`config.mk`:
```
export PLATFORM = sky130hd
export DESIGN_NAME = dense_layer_seq
export DESIGN_NICKNAME = d
export VERILOG_FILES = /design/src/rtl/dense_pkg.sv /design/src/rtl/dense_layer_seq_requant.sv /design/src/rtl/dense_layer_seq.sv
export SDC_FILE = /design/constraint.sdc
export NUM_CORES = 2
export LEC_CHECK = 0
export ABC_CLOCK_PERIOD_IN_PS = 64900
export BUFFER_PORTS_ARGS = -buffer_cell sky130_fd_sc_hd__buf_2
export CORE_AREA = 2 2 610 612
export CTS_BUF_LIST = sky130_fd_sc_hd__clkbuf_8 sky130_fd_sc_hd__clkbuf_16
export DETAILED_ROUTE_END_ITERATION = 8
export DIE_AREA = 0 0 612 614
export PLACE_DENSITY = 0.4
export SLEW_MARGIN = 20
export SYNTH_ARGS = -nofsm -noshare
export SYNTH_HDL_FRONTEND = slang
export SYNTH_SLANG_ARGS = --single-unit
export TNS_END_PERCENT = 5
```
`constraint.sdc`:
```
create_clock -name clk -period 64.9 [get_ports clk]
set_clock_uncertainty 0.05 [all_clocks]
set_input_delay 9.735 -clock clk [delete_from_list [all_inputs] [get_ports clk]]
set_output_delay 9.735 -clock clk [all_outputs]
set_load 0.02 [all_outputs]
```
`src/rtl/dense_pkg.sv`:
```
// Shared types and helpers for the sequential dense layer.
// Optional feature macro: DENSE_SATURATE_EN (output clamp instead of truncation).
package dense_pkg;

  typedef enum logic [1:0] {
    IDLE,
    RUN,
    DONE
  } state_t;

  // Offset-binary word (up to 32 bits wide) to a sign-extended two's complement value.
  function automatic logic signed [31:0] ob_decode(input logic [31:0] raw,
                                                   input int unsigned bits);
    logic [31:0] flip;
    flip = raw ^ (32'd1 << (bits - 1));
    return signed'(flip << (32 - bits)) >>> (32 - bits);
  endfunction

  // Clamp a value into the signed range of a 'bits'-wide result.
  function automatic logic signed [63:0] sat_clamp(input logic signed [63:0] v,
                                                   input int unsigned bits);
    logic signed [63:0] hi;
    logic signed [63:0] lo;
    hi = (64'sd1 <<< (bits - 1)) - 64'sd1;
    lo = -(64'sd1 <<< (bits - 1));
    if (v > hi) return hi;
    if (v < lo) return lo;
    return v;
  endfunction

  // ROM layout: all weights row-major per neuron, then one bias per neuron.
  function automatic int unsigned rom_addr(input int unsigned base,
                                           input int unsigned j,
                                           input int unsigned i,
                                           input int unsigned n,
                                           input int unsigned m,
                                           input logic        is_bias);
    if (is_bias) return base + n * m + j;
    return base + j * n + i;
  endfunction

endpackage

```
`src/rtl/dense_layer_seq_requant.sv`:
```
// Combinational requantisation: arithmetic shift, bias add, optional ReLU,
// then saturation (DENSE_SATURATE_EN) or truncation to the output width.
module dense_requant
  import dense_pkg::*;
#(
  parameter int ACC_BITS = 32,
  parameter int OUT_BITS = 16,
  parameter int SHIFT    = 8,
  parameter int RELU_ON  = 1
) (
  input  logic signed [ACC_BITS-1:0] i_acc,
  input  logic signed [ACC_BITS-1:0] i_bias,
  output logic        [OUT_BITS-1:0] o_out
);

  logic signed [ACC_BITS-1:0] w_sum;
  logic signed [ACC_BITS-1:0] w_relu;

  // Shift (floor), add bias, rectify and narrow to the output width.
  always_comb begin
    w_sum  = (i_acc >>> SHIFT) + i_bias;
    w_relu = w_sum;
    if ((RELU_ON != 0) && w_sum[ACC_BITS-1]) w_relu = '0;
`ifdef DENSE_SATURATE_EN
    o_out = OUT_BITS'(sat_clamp(64'(w_relu), OUT_BITS));
`else
    o_out = OUT_BITS'(w_relu);
`endif
  end

endmodule

```
`src/rtl/dense_layer_seq.sv`:
```
// Sequential dense layer: M neurons over N signed inputs, weights and biases
// streamed one per cycle from a shared synchronous ROM at BASE_ADDR.
// Optional feature macro: DENSE_SATURATE_EN (see dense_requant).
module dense_layer_seq
  import dense_pkg::*;
#(
  parameter int N          = 64,
  parameter int M          = 32,
  parameter int IN_BITS    = 16,
  parameter int W_BITS     = 8,
  parameter int ACC_BITS   = 32,
  parameter int OUT_BITS   = 16,
  parameter int SHIFT      = 8,
  parameter int RELU_ON    = 1,
  parameter int ADDR_WIDTH = 12,
  parameter int BASE_ADDR  = 0
) (
  input  logic                    clk,
  input  logic                    rst,
  input  logic                    start,
  input  logic [N*IN_BITS-1:0]    in_vec,
  input  logic [W_BITS-1:0]       mem_dout,
  output logic [ADDR_WIDTH-1:0]   mem_addr,
  output logic                    mem_en,
  output logic [M*OUT_BITS-1:0]   out_vec,
  output logic                    busy,
  output logic                    done
);

  localparam int T    = M * (N + 1);
  localparam int CI_W = $clog2(N + 1) + 1;
  localparam int J_W  = $clog2(M) + 1;
  localparam int K_W  = $clog2(T + 1) + 1;
  localparam logic [CI_W-1:0]       N_C    = CI_W'(N);
  localparam logic [K_W-1:0]        T_C    = K_W'(T);
  localparam logic [ADDR_WIDTH-1:0] BASE_C = ADDR_WIDTH'(BASE_ADDR);

  if (BASE_ADDR + N * M + M > (1 << ADDR_WIDTH)) begin : g_rom_overflow
    $error("dense_layer_seq: layer parameters exceed the ROM address space");
  end

  state_t                     r_state;
  logic [N*IN_BITS-1:0]       r_x;
  logic signed [ACC_BITS-1:0] r_acc;
  logic [K_W-1:0]             r_k;
  logic [CI_W-1:0]            r_pi;
  logic [J_W-1:0]             r_pj;
  logic [CI_W-1:0]            r_ci;
  logic [J_W-1:0]             r_cj;
  logic [M*OUT_BITS-1:0]      r_out;
  logic                       r_done;
  logic                       r_busy;
  logic [ADDR_WIDTH-1:0]      r_addr;
  logic                       r_en;

  logic signed [IN_BITS-1:0]        w_x;
  logic signed [W_BITS-1:0]         w_w;
  logic signed [IN_BITS+W_BITS-1:0] w_prod;
  logic signed [ACC_BITS-1:0]       w_prod_ext;
  logic signed [ACC_BITS-1:0]       w_bias;
  logic        [OUT_BITS-1:0]       w_q;

  assign w_x        = signed'(r_x[r_ci*IN_BITS +: IN_BITS]);
  assign w_w        = W_BITS'(ob_decode(32'(mem_dout), W_BITS));
  assign w_prod     = w_x * w_w;
  assign w_prod_ext = ACC_BITS'(w_prod);
  assign w_bias     = ACC_BITS'(w_w);

  dense_requant #(
    .ACC_BITS (ACC_BITS),
    .OUT_BITS (OUT_BITS),
    .SHIFT    (SHIFT),
    .RELU_ON  (RELU_ON)
  ) u_requant (
    .i_acc  (r_acc),
    .i_bias (w_bias),
    .o_out  (w_q)
  );

  // Control FSM: presents item k in RUN cycle k, consumes item k-1 from the ROM in the same cycle.
  // Separate present (r_pj/r_pi) and consume (r_cj/r_ci) cursors track the one-cycle ROM latency.
  always_ff @(posedge clk or posedge rst) begin
    if (rst) begin
      r_state <= IDLE;
      r_x     <= '0;
      r_acc   <= '0;
      r_k     <= '0;
      r_pi    <= '0;
      r_pj    <= '0;
      r_ci    <= '0;
      r_cj    <= '0;
      r_out   <= '0;
      r_done  <= 1'b0;
      r_busy  <= 1'b0;
      r_addr  <= BASE_C;
      r_en    <= 1'b0;
    end else begin
      r_done <= 1'b0;
      case (r_state)
        IDLE: begin
          r_addr <= BASE_C;
          r_en   <= 1'b0;
          if (start) begin
            r_x     <= in_vec;
            r_state <= RUN;
            r_busy  <= 1'b1;
            r_k     <= '0;
            r_addr  <= ADDR_WIDTH'(rom_addr(BASE_ADDR, 0, 0, N, M, 1'b0));
            r_en    <= 1'b1;
            r_pj    <= '0;
            r_pi    <= CI_W'(1);
            r_cj    <= '0;
            r_ci    <= '0;
          end
        end
        RUN: begin
          r_k <= r_k + K_W'(1);
          if (r_k != '0) begin
            if (r_ci == N_C) begin
              r_out[r_cj*OUT_BITS +: OUT_BITS] <= w_q;
              r_ci <= '0;
              r_cj <= r_cj + J_W'(1);
            end else begin
              r_acc <= (r_ci == '0) ? w_prod_ext : r_acc + w_prod_ext;
              r_ci  <= r_ci + CI_W'(1);
            end
          end
          if (r_k + K_W'(1) < T_C) begin
            r_addr <= ADDR_WIDTH'(rom_addr(BASE_ADDR, 32'(r_pj), 32'(r_pi), N, M, r_pi == N_C));
            r_en   <= 1'b1;
            if (r_pi == N_C) begin
              r_pi <= '0;
              r_pj <= r_pj + J_W'(1);
            end else begin
              r_pi <= r_pi + CI_W'(1);
            end
          end else begin
            r_addr <= BASE_C;
            r_en   <= 1'b0;
          end
          if (r_k == T_C) begin
            r_state <= DONE;
            r_done  <= 1'b1;
          end
        end
        DONE: begin
          r_state <= IDLE;
          r_busy  <= 1'b0;
        end
        default: r_state <= IDLE;
      endcase
    end
  end

  assign mem_addr = r_addr;
  assign mem_en   = r_en;
  assign out_vec  = r_out;
  assign busy     = r_busy;
  assign done     = r_done;

endmodule

```
==> summary.txt <==
Final layout
  • Post-route design area: 96200 µm²
  • Util after Layout: 0.260
  • Layout Nets: 10500
  • Area growth from synthesis to layout: 26.9%
  • Layout cells sized above 1: 0.255

Synth
  • Synth warnings: 0
  • Synth Register Bits: 1626
  • Synth Instances: 7880
  • Register area share after synthesis: 0.537
  • Post-synth EDFFs: 0
  • Mapped Area: 75800 µm²
  • Syn Area/Cell: 9.62 µm²
  • Synth Flop Type: dfrtp_1
  • Asr flop ratio synth: 1.00
  • Cell variety after synth: 68
  • Syn Nets: 9136

Floorplanning
  • Chip width: 612 µm
  • I/O pins: 1562
  • Overall die height: 614 µm
  • Site row count: 224
  • Core area: 370000 µm²
  • Full die area: 376000 µm²
  • Initial Utilization: 0.205

Routing
  • DR pass1 iterations: 5
  • WL final: 335000 µm
  • Via count: 62100
  • Vias per inst: 4.28
  • Wirelength per Cell: 23.1 µm
  • DRC violations left: 0
  • DRT iter0 DRCs: 4267
  • Post-route antenna net violation count: 0

Clock tree
  • CTS sink cnt: 1626
  • Worst skew pair latency: 940 ps
  • H-tree depth: 4
  • Post-CTS Setup Bufs: 0
  • Worst-case clock buffer depth: 4
  • Inserted Clock Buffers: 202
  • CTS tree: done
  • CTS Hold Bufs: 0
  • Clock-pin slew on the worst setup and hold paths: 60 ps
  • Root Buffer: clkbuf_16
  • Post-CTS sizing: 0

Setup path
  • Setup crit end kind: flip-flop
  • CP arrival: 17600 ps
  • CP Depth: 27
  • CP Launch Type: input port
  • Worst-path maximum fanout: 19
  • Most frequent cell on the critical path: fa_1
  • Critical setup path kind: input port to flip-flop
  • Crit path buf inv count: 3
  • CP peak stage delay: 720 ps
  • Family with the most delay on the worst path: compound AO/OA/AOI/OAI gates
  • Slowest cell on crit path: fa_1
  • Cell depth of the worst flop-to-flop path: 33
  • Required @ worst endpoint: 65600 ps

Global routing
  • First-pass GRT wire length: 469000 µm
  • Vias in the first global route: 63200
  • Total GRT Usage: 0.173
  • Grt total ovfl: 0
  • Largest net degree at the start of global routing: 230
  • Antenna violations before repair: 312

STA
  • Period Utilization, post-route: 0.260
  • Post-layout minimum cycle time: 16900 ps
  • Fmax achieved: 59.2 MHz
  • TNS Setup: 0 ps
  • RSZ-0062 raised after global routing: no
  • Fin. max-slew vios: 0
  • Setup-failing EPs final: 0
  • Fin. Hold Viols: 0
  • Slew margin rel.: 0.232
  • Worst slew pin tran: 1150 ps

Run status
  • Outcome: completed

Hold path
  • Worst hold path stage count: 2
  • Min-Delay Path Class: flip-flop to flip-flop

Place
  • Gpl congestion: 0.852
  • Placed instance area: 88900 µm²
  • Dpl hpwl: 255000 µm
  • Buffers on Ports: 1561

Flow run
  • Max Cap Violations: 0
==> worst register-to-register path, delay by kind of cell (launching register included) <==
kind | cells | cell delay (ps)
muxes | 3 | 2210
and+or+nand+nor | 7 | 1370
buffers and inverters | 4 | 1910
xor gates and xnor gates | 1 | 230
adders and majority gates | 6 | 2580
DFF | 1 | 870
AOI/OAI and AO/OA | 12 | 3210
==> cells by family after synthesis <==
logic type	after synthesis	share of synthesized area
flops	1626	0.537
buf+inv	663	0.0340
xor+xnor	76	0.00878
simple gates	4131	0.213
mux	356	0.103
compound gates	807	0.0581
fa+ha+maj	221	0.0470
==> synthesized netlist by cell type, drive strengths merged (21+ instances only) <==
library cell / count / area [µm²]
a21o: 27 / 203
a21oi: 87 / 435
and2: 82 / 513
buf: 46 / 263
clkbuf: 448 / 1680
dfrtp: 1626 / 40700
fa: 106 / 2120
ha: 115 / 1440
inv: 169 / 634
mux4: 336 / 7570
nand2: 3752 / 14100
nand3: 28 / 140
nand4: 22 / 138
nor2: 115 / 432
nor2b: 26 / 183
nor3: 31 / 165
o21ai: 589 / 2950
o31ai: 21 / 158
xnor2: 45 / 394
xor2: 31 / 272
==> per-stage QoR <==
| stage | worst slack, ps | instances | hold WS [ps] |
|---|---|---|---|
| 6_report | 48000 | 14500 | 417 |
| 3_3_place_gp | 47070 | 14000 | 403 |
| 3_5_place_dp | 47120 | 14000 | 407 |
| 4_1_cts | 48060 | 14400 | 422 |
| 2_1_floorplan | 9230 | 7880 | 390 |
| 5_1_grt | 47500 | 14500 | 425 |
==> cell usage in the layout, fill, tap and decap left out, types with 8 or more instances in the layout <==
cell	count
nand4_1	22
clkbuf_8	50
nand2b_1	8
clkbuf_16	203
nand2_2	8
a21oi_1	87
buf_4	100
nor2b_1	19
buf_2	1561
o31ai_1	21
bufinv_16	16
o21a_1	8
xnor2_1	45
nor2_1	112
or3_2	9
and3_1	10
nor3_1	24
mux4_2	336
diode_2	104
inv_1	214
and2_1	82
a211oi_1	12
xor2_1	31
fa_1	106
a31oi_1	17
a21o_1	27
ha_1	115
nand3_1	28
clkinv_2	26
dfrtp_1	1621
nand2_1	3744
or2_2	12
mux2_2	14
o21ai_0	586
clkinvlp_4	9
==> final cells by class <==
type,count,area [µm²]
sequential,1626,40700
tap,4972,6220
clock inverter,111,1150
multi-input combinational,5591,32700
inverter,169,642
clock buffer,253,5770
timing repair buffer,1671,8790
fill,40300,274000
antenna,104,260
==> flip-flops by register name, summed over array words and instances, names as in the netlist <==
| signal | cells |
|---|---|
| busy | 1 |
| done | 1 |
| mem_addr | 12 |
| mem_en | 1 |
| out_vec | 512 |
| r_acc | 32 |
| r_ci | 8 |
| r_cj | 6 |
| r_k | 13 |
| r_pi | 8 |
| r_pj | 6 |
| r_state | 2 |
| r_x | 1024 |
==> worst paths after layout <==
kind | from | end | slack, ps
max reg2reg | r_ci[0] | r_acc[31] | 52330
min reg2reg | r_x[437] | r_x[437] | 420
min in group asynchronous | rst | out_vec[166] | 9030
min | r_x[437] | r_x[437] | 420
max | mem_dout[7] | r_acc[31] | 48000
max in group asynchronous | rst | out_vec[451] | 51980
==> per-layer routing <==
| metal | track usage | share of wire |
|---|---|---|
| met3 | 0.0426 | 0.066 |
| met1 | 0.207 | 0.40 |
| met2 | 0.303 | 0.50 |
| met4 | 0.0551 | 0.034 |
| met5 | 0 | 0.0023 |
Power is left out: the tool's default activity adds up to more than one toggle a clock period on the data nets, which glitch-free logic cannot reach.
